$ cat src/rtl/sm_pkg.sv
// ---------------------------------------------------------------------------
// sm_pkg
// Shared definitions for the SFU arbitration slice.
//   sfu_arb_state_t : operation state of sfu_arbiter (IDLE/ISSUE/WAIT/RESP)
//   DEFAULT_DATA_W  : default operand/result width
//   idx_width()     : index width for a count of items, never below one bit
// ---------------------------------------------------------------------------
package sm_pkg;

    localparam int DEFAULT_DATA_W = 32;

    typedef enum logic [1:0] {
        IDLE  = 2'd0,
        ISSUE = 2'd1,
        WAIT  = 2'd2,
        RESP  = 2'd3
    } sfu_arb_state_t;

    // A single item still needs a one-bit index so that ports never collapse
    // to zero width.
    function automatic int idx_width(input int n);
        return (n > 1) ? $clog2(n) : 1;
    endfunction

endpackage

$ cat src/rtl/rr_arbiter.sv
// ---------------------------------------------------------------------------
// rr_arbiter
// Purely combinational round-robin grant selection: picks the first set bit
// of req at or after ptr, wrapping from NUM_REQ-1 back to 0.
// Ports:
//   req       in   NUM_REQ  request vector
//   ptr       in   IDX_W    position searched first
//   grant     out  NUM_REQ  one-hot grant (all zero when req is empty)
//   grant_idx out  IDX_W    index of the granted bit (0 when req is empty)
// ---------------------------------------------------------------------------
module rr_arbiter
    import sm_pkg::*;
#(
    parameter  int NUM_REQ = 4,
    localparam int IDX_W   = idx_width(NUM_REQ)
) (
    input  logic [NUM_REQ-1:0] req,
    input  logic [IDX_W-1:0]   ptr,
    output logic [NUM_REQ-1:0] grant,
    output logic [IDX_W-1:0]   grant_idx
);

    logic             found;
    logic [IDX_W-1:0] cand;

    // Walk the requesters starting at the pointer position and stop at the
    // first active one. The walk order, not the bit position, decides the
    // winner, which is what gives every requester its turn.
    always_comb begin
        grant     = '0;
        grant_idx = '0;
        found     = 1'b0;
        cand      = '0;
        for (int i = 0; i < NUM_REQ; i++) begin
            cand = IDX_W'((int'(ptr) + i) % NUM_REQ);
            if (!found && req[cand]) begin
                found           = 1'b1;
                grant[cand]     = 1'b1;
                grant_idx       = cand;
            end
        end
    end

endmodule

$ cat src/rtl/sfu_arbiter.sv
// ---------------------------------------------------------------------------
// sfu_arbiter
// Shares one special-function unit between NUM_REQ requesters. One operation
// is in flight at a time: a request is accepted in IDLE, started on the SFU in
// ISSUE, its result awaited in WAIT (bounded by TIMEOUT cycles) and handed
// back to the owning requester in RESP. Fairness comes from a round-robin
// pointer that moves past the owner only when its response is taken.
// Ports:
//   clk, rst_n   clock; asynchronous active-low reset
//   req_valid    in   NUM_REQ         per-requester operation request
//   req_data     in   NUM_REQ*DATA_W  operands, requester k at [k*DATA_W +: DATA_W]
//   req_ready    out  NUM_REQ         one-hot accept strobe (IDLE only)
//   resp_valid   out  NUM_REQ         one-hot result valid to the owner
//   resp_data    out  DATA_W          result (zero after a timeout)
//   resp_err     out  1               result was produced by a timeout
//   resp_ready   in   NUM_REQ         per-requester result accept
//   sfu_start    out  1               one-cycle start pulse to the SFU
//   sfu_in       out  DATA_W          operand to the SFU
//   sfu_out      in   DATA_W          SFU result
//   sfu_ready    in   1               SFU result-valid pulse
//   busy         out  1               high whenever not IDLE
// ---------------------------------------------------------------------------
module sfu_arbiter
    import sm_pkg::*;
#(
    parameter int NUM_REQ = 4,
    parameter int DATA_W  = DEFAULT_DATA_W,
    parameter int TIMEOUT = 16
) (
    input  logic                      clk,
    input  logic                      rst_n,
    input  logic [NUM_REQ-1:0]        req_valid,
    input  logic [NUM_REQ*DATA_W-1:0] req_data,
    output logic [NUM_REQ-1:0]        req_ready,
    output logic [NUM_REQ-1:0]        resp_valid,
    output logic [DATA_W-1:0]         resp_data,
    output logic                      resp_err,
    input  logic [NUM_REQ-1:0]        resp_ready,
    output logic                      sfu_start,
    output logic [DATA_W-1:0]         sfu_in,
    input  logic [DATA_W-1:0]         sfu_out,
    input  logic                      sfu_ready,
    output logic                      busy
);

    localparam int               IDX_W    = idx_width(NUM_REQ);
    localparam int               CNT_W    = idx_width(TIMEOUT);
    localparam logic [CNT_W-1:0] CNT_LAST = CNT_W'(TIMEOUT - 1);
    localparam logic [IDX_W-1:0] IDX_LAST = IDX_W'(NUM_REQ - 1);

    sfu_arb_state_t   state;
    sfu_arb_state_t   state_nxt;
    logic [IDX_W-1:0] rr_ptr;
    logic [IDX_W-1:0] owner;
    logic [CNT_W-1:0] count;
    logic [NUM_REQ-1:0] grant;
    logic [IDX_W-1:0] grant_idx;
    logic             accept;
    logic             sfu_done;
    logic             timed_out;
    logic             resp_taken;

    rr_arbiter #(
        .NUM_REQ (NUM_REQ)
    ) u_rr_arbiter (
        .req       (req_valid),
        .ptr       (rr_ptr),
        .grant     (grant),
        .grant_idx (grant_idx)
    );

    // Next-state and output decode. Every strobe defaults low so that only
    // the active state drives anything. req_ready is additionally qualified
    // by rst_n because the register state already reads IDLE while reset is
    // held, and no requester may see an accept during reset. A result pulse
    // wins over an expiring timeout in the same cycle.
    always_comb begin
        state_nxt  = state;
        req_ready  = '0;
        resp_valid = '0;
        sfu_start  = 1'b0;
        busy       = (state != IDLE);
        accept     = 1'b0;
        sfu_done   = 1'b0;
        timed_out  = 1'b0;
        resp_taken = 1'b0;
        case (state)
            IDLE: begin
                if (rst_n && (|req_valid)) begin
                    accept    = 1'b1;
                    req_ready = grant;
                    state_nxt = ISSUE;
                end
            end
            ISSUE: begin
                sfu_start = 1'b1;
                state_nxt = WAIT;
            end
            WAIT: begin
                if (sfu_ready) begin
                    sfu_done  = 1'b1;
                    state_nxt = RESP;
                end else if (count == CNT_LAST) begin
                    timed_out = 1'b1;
                    state_nxt = RESP;
                end
            end
            RESP: begin
                resp_valid[owner] = 1'b1;
                resp_taken        = resp_ready[owner];
                if (resp_taken) begin
                    state_nxt = IDLE;
                end
            end
            default: begin
                state_nxt = IDLE;
            end
        endcase
    end

    // State register and datapath. The operand and owner are captured on
    // accept and held until the next accept, so sfu_in stays stable through
    // WAIT. The result registers only change on leaving WAIT, which keeps
    // resp_data/resp_err steady for however long RESP is back-pressured.
    // Reset discards any in-flight operation; a late sfu_ready then lands in
    // IDLE and is ignored. The pointer moves only when a response is taken.
    always_ff @(posedge clk or negedge rst_n) begin
        if (!rst_n) begin
            state     <= IDLE;
            rr_ptr    <= '0;
            owner     <= '0;
            count     <= '0;
            sfu_in    <= '0;
            resp_data <= '0;
            resp_err  <= 1'b0;
        end else begin
            state <= state_nxt;
            if (accept) begin
                owner  <= grant_idx;
                sfu_in <= req_data[int'(grant_idx)*DATA_W +: DATA_W];
            end
            if (state == ISSUE) begin
                count <= '0;
            end
            if (sfu_done) begin
                resp_data <= sfu_out;
                resp_err  <= 1'b0;
            end else if (timed_out) begin
                resp_data <= '0;
                resp_err  <= 1'b1;
            end else if (state == WAIT) begin
                count <= count + 1'b1;
            end
            if (resp_taken) begin
                rr_ptr <= (owner == IDX_LAST) ? '0 : owner + 1'b1;
            end
        end
    end

endmodule

$ cat config.mk
export PLATFORM = sky130hd
export DESIGN_NAME = sfu_arbiter
export DESIGN_NICKNAME = d
export VERILOG_FILES = /design/src/rtl/sm_pkg.sv /design/src/rtl/rr_arbiter.sv /design/src/rtl/sfu_arbiter.sv
export SDC_FILE = /design/constraint.sdc
export NUM_CORES = 1
export LEC_CHECK = 0
export CAP_MARGIN = 20
export CORE_ASPECT_RATIO = 0.6
export CORE_MARGIN = 8
export CORE_UTILIZATION = 35
export DETAILED_ROUTE_END_ITERATION = 10
export PLACE_DENSITY = 0.77
export SYNTH_ARGS = -nofsm -noshare
export SYNTH_HDL_FRONTEND = slang
export SYNTH_SLANG_ARGS = --single-unit
export TNS_END_PERCENT = 10
$ cat constraint.sdc
create_clock -name clk -period 2.62 [get_ports clk]
set_input_delay 0.262 -clock clk [delete_from_list [all_inputs] [get_ports clk]]
set_output_delay 0.262 -clock clk [all_outputs]
set_load 0.01 [all_outputs]
After elaboration in Yosys (flattened, before gate mapping)

Index checks and enable logic that the tools add are counted.

Register bits: 75
Input port bits: 171
Output and inout port bits: 75

Add/subtract/negate cells: 5
Order comparisons: 10
Equal/unequal tests: 8
Shifts and indexed selects: 1
Muxes and demuxes: 57
Bitwise operators: 3
Reductions and logical operators: 17

Operator list:

| cell                                                                                | number |
|---|---|
| 128-bit by 8-bit indexed part select with 32-bit output                             | 1 |
| 32-bit 2-to-1 mux                                                                   | 2 |
| 4-bit 2-to-1 mux                                                                    | 11 |
| 1-bit 2-to-1 mux                                                                    | 24 |
| 2-bit 2-to-1 mux                                                                    | 9 |
| 2-bit by 3-bit less-than comparator with 1-bit output, second input constant        | 5 |
| 4-bit OR                                                                            | 3 |
| 1-bit binary-select mux with 2-bit select                                           | 5 |
| 1-bit demux with 2-bit select                                                       | 5 |
| 2-bit by 1-bit greater-or-equal comparator with 1-bit output, second input constant | 5 |
| 1-bit logical AND                                                                   | 9 |
| 2-bit case mux with 4 select lines                                                  | 1 |
| 2-bit equality test, second input constant                                          | 3 |
| 2-bit by 1-bit adder with 2-bit output, second input constant                       | 2 |
| 2-bit adder, second input constant                                                  | 2 |
| 4-bit by 1-bit adder with 4-bit output, second input constant                       | 1 |
| 4-bit equality test, second input constant                                          | 1 |
| 2-bit != test, second input constant                                                | 2 |
| 2-bit nonzero test                                                                  | 2 |
| 4-bit OR reduction                                                                  | 1 |
| 1-bit logical NOT                                                                   | 3 |
| 3-bit != test, second input constant                                                | 1 |
| 3-bit AND reduction                                                                 | 1 |
| 2-bit by 1-bit equality test with 1-bit output, second input constant               | 1 |
| 2-bit logical NOT                                                                   | 1 |

Longest topological paths before layout

Word-level depth: 14
Gate-level depth with buffers: 11

Hierarchy

From an unflattened synthesis, not the netlist that was laid out.

Cell total of the unflattened synthesis: 298
Area total of the unflattened synthesis: 4345.4 um^2

By module, submodules not included:

| module      | times used | cells each | area an instance (um^2) | sequential area each (um^2) |
|---|---|---|---|---|
| sfu_arbiter | 1          | 250        | 3906.2                  | 1876.8 |
| rr_arbiter  | 1          | 48         | 439.2                   | 0.0 |

Worst setup path before layout

Ideal clock, no wire load.

Kind: register to register
Start: reg rr_ptr[0]
End: reg sfu_in[0]
Setup time: 86 ps
Arrival: 2627 ps
Data required time: 2534 ps
Path slack: -93 ps
Cell stages (with the launch flop): 12
Buffers on the path: 3
Period minus slack after synthesis: 2713 ps
Path through: dfrtp_1 > buf_6 > inv_1 > ha_1 > mux4_2 > or2_4 > nor2_8 > nor2_1 > or3_1 > buf_6 > buf_6 > o221ai_2

Longest elaborated chain between the ends: 13

RTL lines:

| element                                                                                         | line               | source |
|---|---|---|
| from (decl)                                                                                     | sfu_arbiter.sv:53  | `logic [IDX_W-1:0] rr_ptr;` |
| from (signal assigned)                                                                          | sfu_arbiter.sv:155 | `rr_ptr <= (owner == IDX_LAST) ? '0 : owner + 1'b1;` |
| parallel branches: the longest is 11 deep, another holds 2-bit by 1-bit adder with 2-bit output | --                 |  |
| 2-bit 2-to-1 mux (*)                                                                            | rr_arbiter.sv:36   | `if (!found && req[cand]) begin` |
| 128-bit by 8-bit indexed part select with 32-bit output (*)                                     | sfu_arbiter.sv:140 | `sfu_in <= req_data[int'(grant_idx)*DATA_W +: DATA_W];` |
| to (signal assigned)                                                                            | sfu_arbiter.sv:140 |  |
| to (decl)                                                                                       | sfu_arbiter.sv:40  | `output logic [DATA_W-1:0] sfu_in,` |

Every way passes the cells marked *. The select of a mux whose other input is x is not followed.
A chain may end at the register's enable or synchronous reset.

Worst setup path after layout

Start: reg rr_ptr[0]
End: reg sfu_in[16]

Same word-level chain as after synthesis.

==> results.toml <==
[synth]
ys_seq_elements = 75
synth-adder-area-share_pct = 4.81
synth_compound_area_share_pct = 21.0
synth_xor_area_share_pct = 0.198
syn_nets = 557
yosys_warnings = 0
synthSimpleGateAreaFrac_pct = 8.18
synth.distinct_cells = 42
syn_avg_cell_area_um2 = 12.0
synth_top_family_by_area = "compound AO/OA/AOI/OAI gates"
yosysSeqAreaShare_pct = 42.4
synth_mux_area_share_pct = 18.0
postSynthCellCount = 369
synth.cell_area_um2 = 4420

[global_route]
antenna_found_initial = 0
grtUsageTotal_pct = 19.3
grt_max_degree = 76
grt_pass1_wl_um = 25100
overflow = 0
grt_pass1_vias = 4466

[worst_setup_path]
criticalPathCategory = "reg2reg"
crit_path_end_kind = "flop"
cp.required_ns = 2.82
worstPathBufferInverterCount = 5
crit_chain = "inv_2 > ha_4 > mux4_2 > buf_6 > inv_1 > a221o_1 > o21ai_4 > buf_12 > buf_4 > mux2i_2 > o221ai_2"
critPathTopFamily = "compound AO/OA/AOI/OAI gates"
crit_path_top_delay_cell = "dfrtp_2"
worstPathArrival_ns = 2.78
critPathLaunchType = "flop"
critical_path.max_stage_delay_ns = 0.45
cp_max_fo = 13

[cells_and_area]
mostFrequentLayoutCell = "clkdlybuf4s50_1"
diodes = 0
syn_to_final_growth_pct = 76.9
ff_latch_area_um2 = 1880
fin_nets = 827
layout_common_cells = "clkdlybuf4s50_1 (239), dfrtp_1 (74), mux2i_1 (50), nand2_1 (40), a22o_1 (32)"
drive_gt1_share_pct = 20.8
multi_input_area_um2 = 2480
stdcell_area_um2 = 7820
fill_cells = 927
utilization_pct = 64.2
final_cells = 809

[route]
ant_nets = 0
vias = 4080
drtIter0Drc = 176
via_per_inst = 5.04
drc_errors = 0
dr.pass1.iters = 5
avgRoutedWirePerCell_um = 20.9
wl_um = 16900

[min_path]
hold_class = "in2async"

[pwr]
clockPowerShare_pct = 15.0
peakVddDrop_mv = 0.498
powerDensity_nw_per_um2 = 1150
p_int_mw = 5.70
p_leak_nw = 3.33
power_mw = 9.03
pwr-share-seq_pct = 22.5
switching_power_mw = 3.32
p_comb_share_pct = 62.4
switching_share_pct = 36.8

[sta]
fin_crit_sh_pct = 98.5
setup_ws_ns = 0.0394
hold_violations = 0
slew_headroom_pct = 35.2
skew_ns = 0.00561
finalSetupViolations = 0
period_needed_ns = 2.58
worst_slew_pin_slew_ns = 0.972
max_freq_mhz = 388
grt_setup_unrepaired = "yes"
drv_slew = 0

[floorplan]
fp.dieArea_um2 = 16600
initial_core_util_pct = 36.3
chipHeight_um = 103
die_width_um = 161
rows = 31
core_um2 = 12200
io_pins = 246

[placed_design]
port_buffers = 245
gp_congestion = 0.912
dpl.cell_count = 783
placed_area_um2 = 7250
place_ws_ns = -0.345
post-dp-hpwl_um = 13000

[cts]
cts-root-buf = "clkbuf_16"
cts_buffers = 9
clkTransAtPathRegs_ns = 0.06
cts_tree = "yes"
clock_latency_ns = 0.33
clockBufferDepth = 2
cts_sinks = 75
hold_buffers = 0
h-tree-depth = 3

[flow_run]
cap_violations = 0

[outcome]
status = "complete, no violations"
==> power groups by stage <==
stage	Clock (mW)	Combinational [mW]	Sequential (mW)
6_report	1.36	5.63	2.03
4_1_cts	1.39	5.23	2.05
2_1_floorplan	0	2.73	2.21
5_1_grt	1.45	6.02	2.11
3_5_place_dp	0	5.18	2.04
3_3_place_gp	0	5.00	2.04
==> registers in the layout, indices dropped and copies added (netlist names) <==
name / count
resp_err: 1
resp_data: 32
sfu_in: 32
owner: 2
rr_ptr: 2
state: 2
count: 4
==> repair_timing <==
action,CTS,global route
endpoints found under the setup margin,34,36
gates cloned,0,2
gates resized for setup,22,28
pin swaps,0,4
buffers inserted,2,6
==> kinds of logic after synthesis <==
group | after synthesis
AOI/OAI and AO/OA | 91
xor gates and xnor gates | 1
adders and majority gates | 17
buffers and inverters | 37
DFF | 75
muxes | 73
and+or+nand+nor | 75
==> layout make-up <==
| cell class | instances | area share (%) |
|---|---|---|
| clock inverters | 6 | 1.23 |
| flip-flops and latches | 75 | 24.0 |
| well taps | 165 | 2.64 |
| multi-input cells | 257 | 31.7 |
| repair buffers | 287 | 37.1 |
| inverters | 9 | 0.432 |
| clock buffers | 10 | 2.93 |
==> synth_stat cells <==
cell      number  area, um^2
a211oi_1       1        7.51
nor4b_1        1        8.76
nand2b_4       1        13.8
o41ai_1        1        8.76
a22o_1        32         280
dfrtp_1       75        1880
or3_1          1        6.26
or2_2          2        12.5
o21ai_0        6        30.0
o21ai_2        1        8.76
buf_6         11         124
o22ai_1        1        6.26
nor2_8         1        20.0
o32a_1         1        10.0
ha_1          17         213
nand3_1        1        5.00
nand2b_1       1        6.26
buf_8          1        15.0
inv_1          9        33.8
mux4_2         5         113
mux2i_1       66         661
nor2_1        14        52.6
nand4_1        1        6.26
buf_2          4        20.0
a221oi_1       4        35.0
a21oi_1        3        15.0
and3_1         1        6.26
o21bai_1       1        7.51
xnor2_1        1        8.76
a22oi_1        4        30.0
o31ai_1        1        7.51
nor2b_1        3        18.8
or2_4          1        8.76
and2_1         5        31.3
nand2_1       40         150
a221o_1        1        10.0
nand3b_1       2        15.0
o221ai_1       3        26.3
o21ai_1        2        10.0
clkbuf_1      12        45.0
o221ai_2      29         435
mux2_2         2        22.5
==> metrics by stage <==
stage          setup TNS, ns  hold slack (ns)
2_1_floorplan              0          -0.0336
3_3_place_gp           -6.50            0.471
3_5_place_dp           -9.80            0.469
4_1_cts              -0.0246            0.235
5_1_grt               -0.969            0.278
6_report                   0            0.182
==> path summary, 6_finish.rpt <==
path / start / cells past startpoint / slack (ns) / end
worst max-delay path: rr_ptr[0]$_DFFE_PN0P_ / 11 / 0.04 / sfu_in[16]$_DFFE_PN0P_
worst min-delay path: rst_n / 2 / 0.18 / resp_data[23]$_DFFE_PN0P_
worst max register to register: rr_ptr[0]$_DFFE_PN0P_ / 11 / 0.04 / sfu_in[16]$_DFFE_PN0P_
worst min register to register: sfu_in[29]$_DFFE_PN0P_ / 2 / 0.49 / sfu_in[29]$_DFFE_PN0P_
max in group asynchronous: rst_n / 2 / 1.74 / rr_ptr[0]$_DFFE_PN0P_
min in group clk: sfu_in[29]$_DFFE_PN0P_ / 2 / 0.49 / sfu_in[29]$_DFFE_PN0P_
==> routing by layer <==
layer  track usage (%)  wire length, um
met1              23.5             7270
met2              31.6             8020
met3              7.97             1480
met4              4.53              118
met5                 0                0
Note: power is estimated with default switching activity, not from simulation.
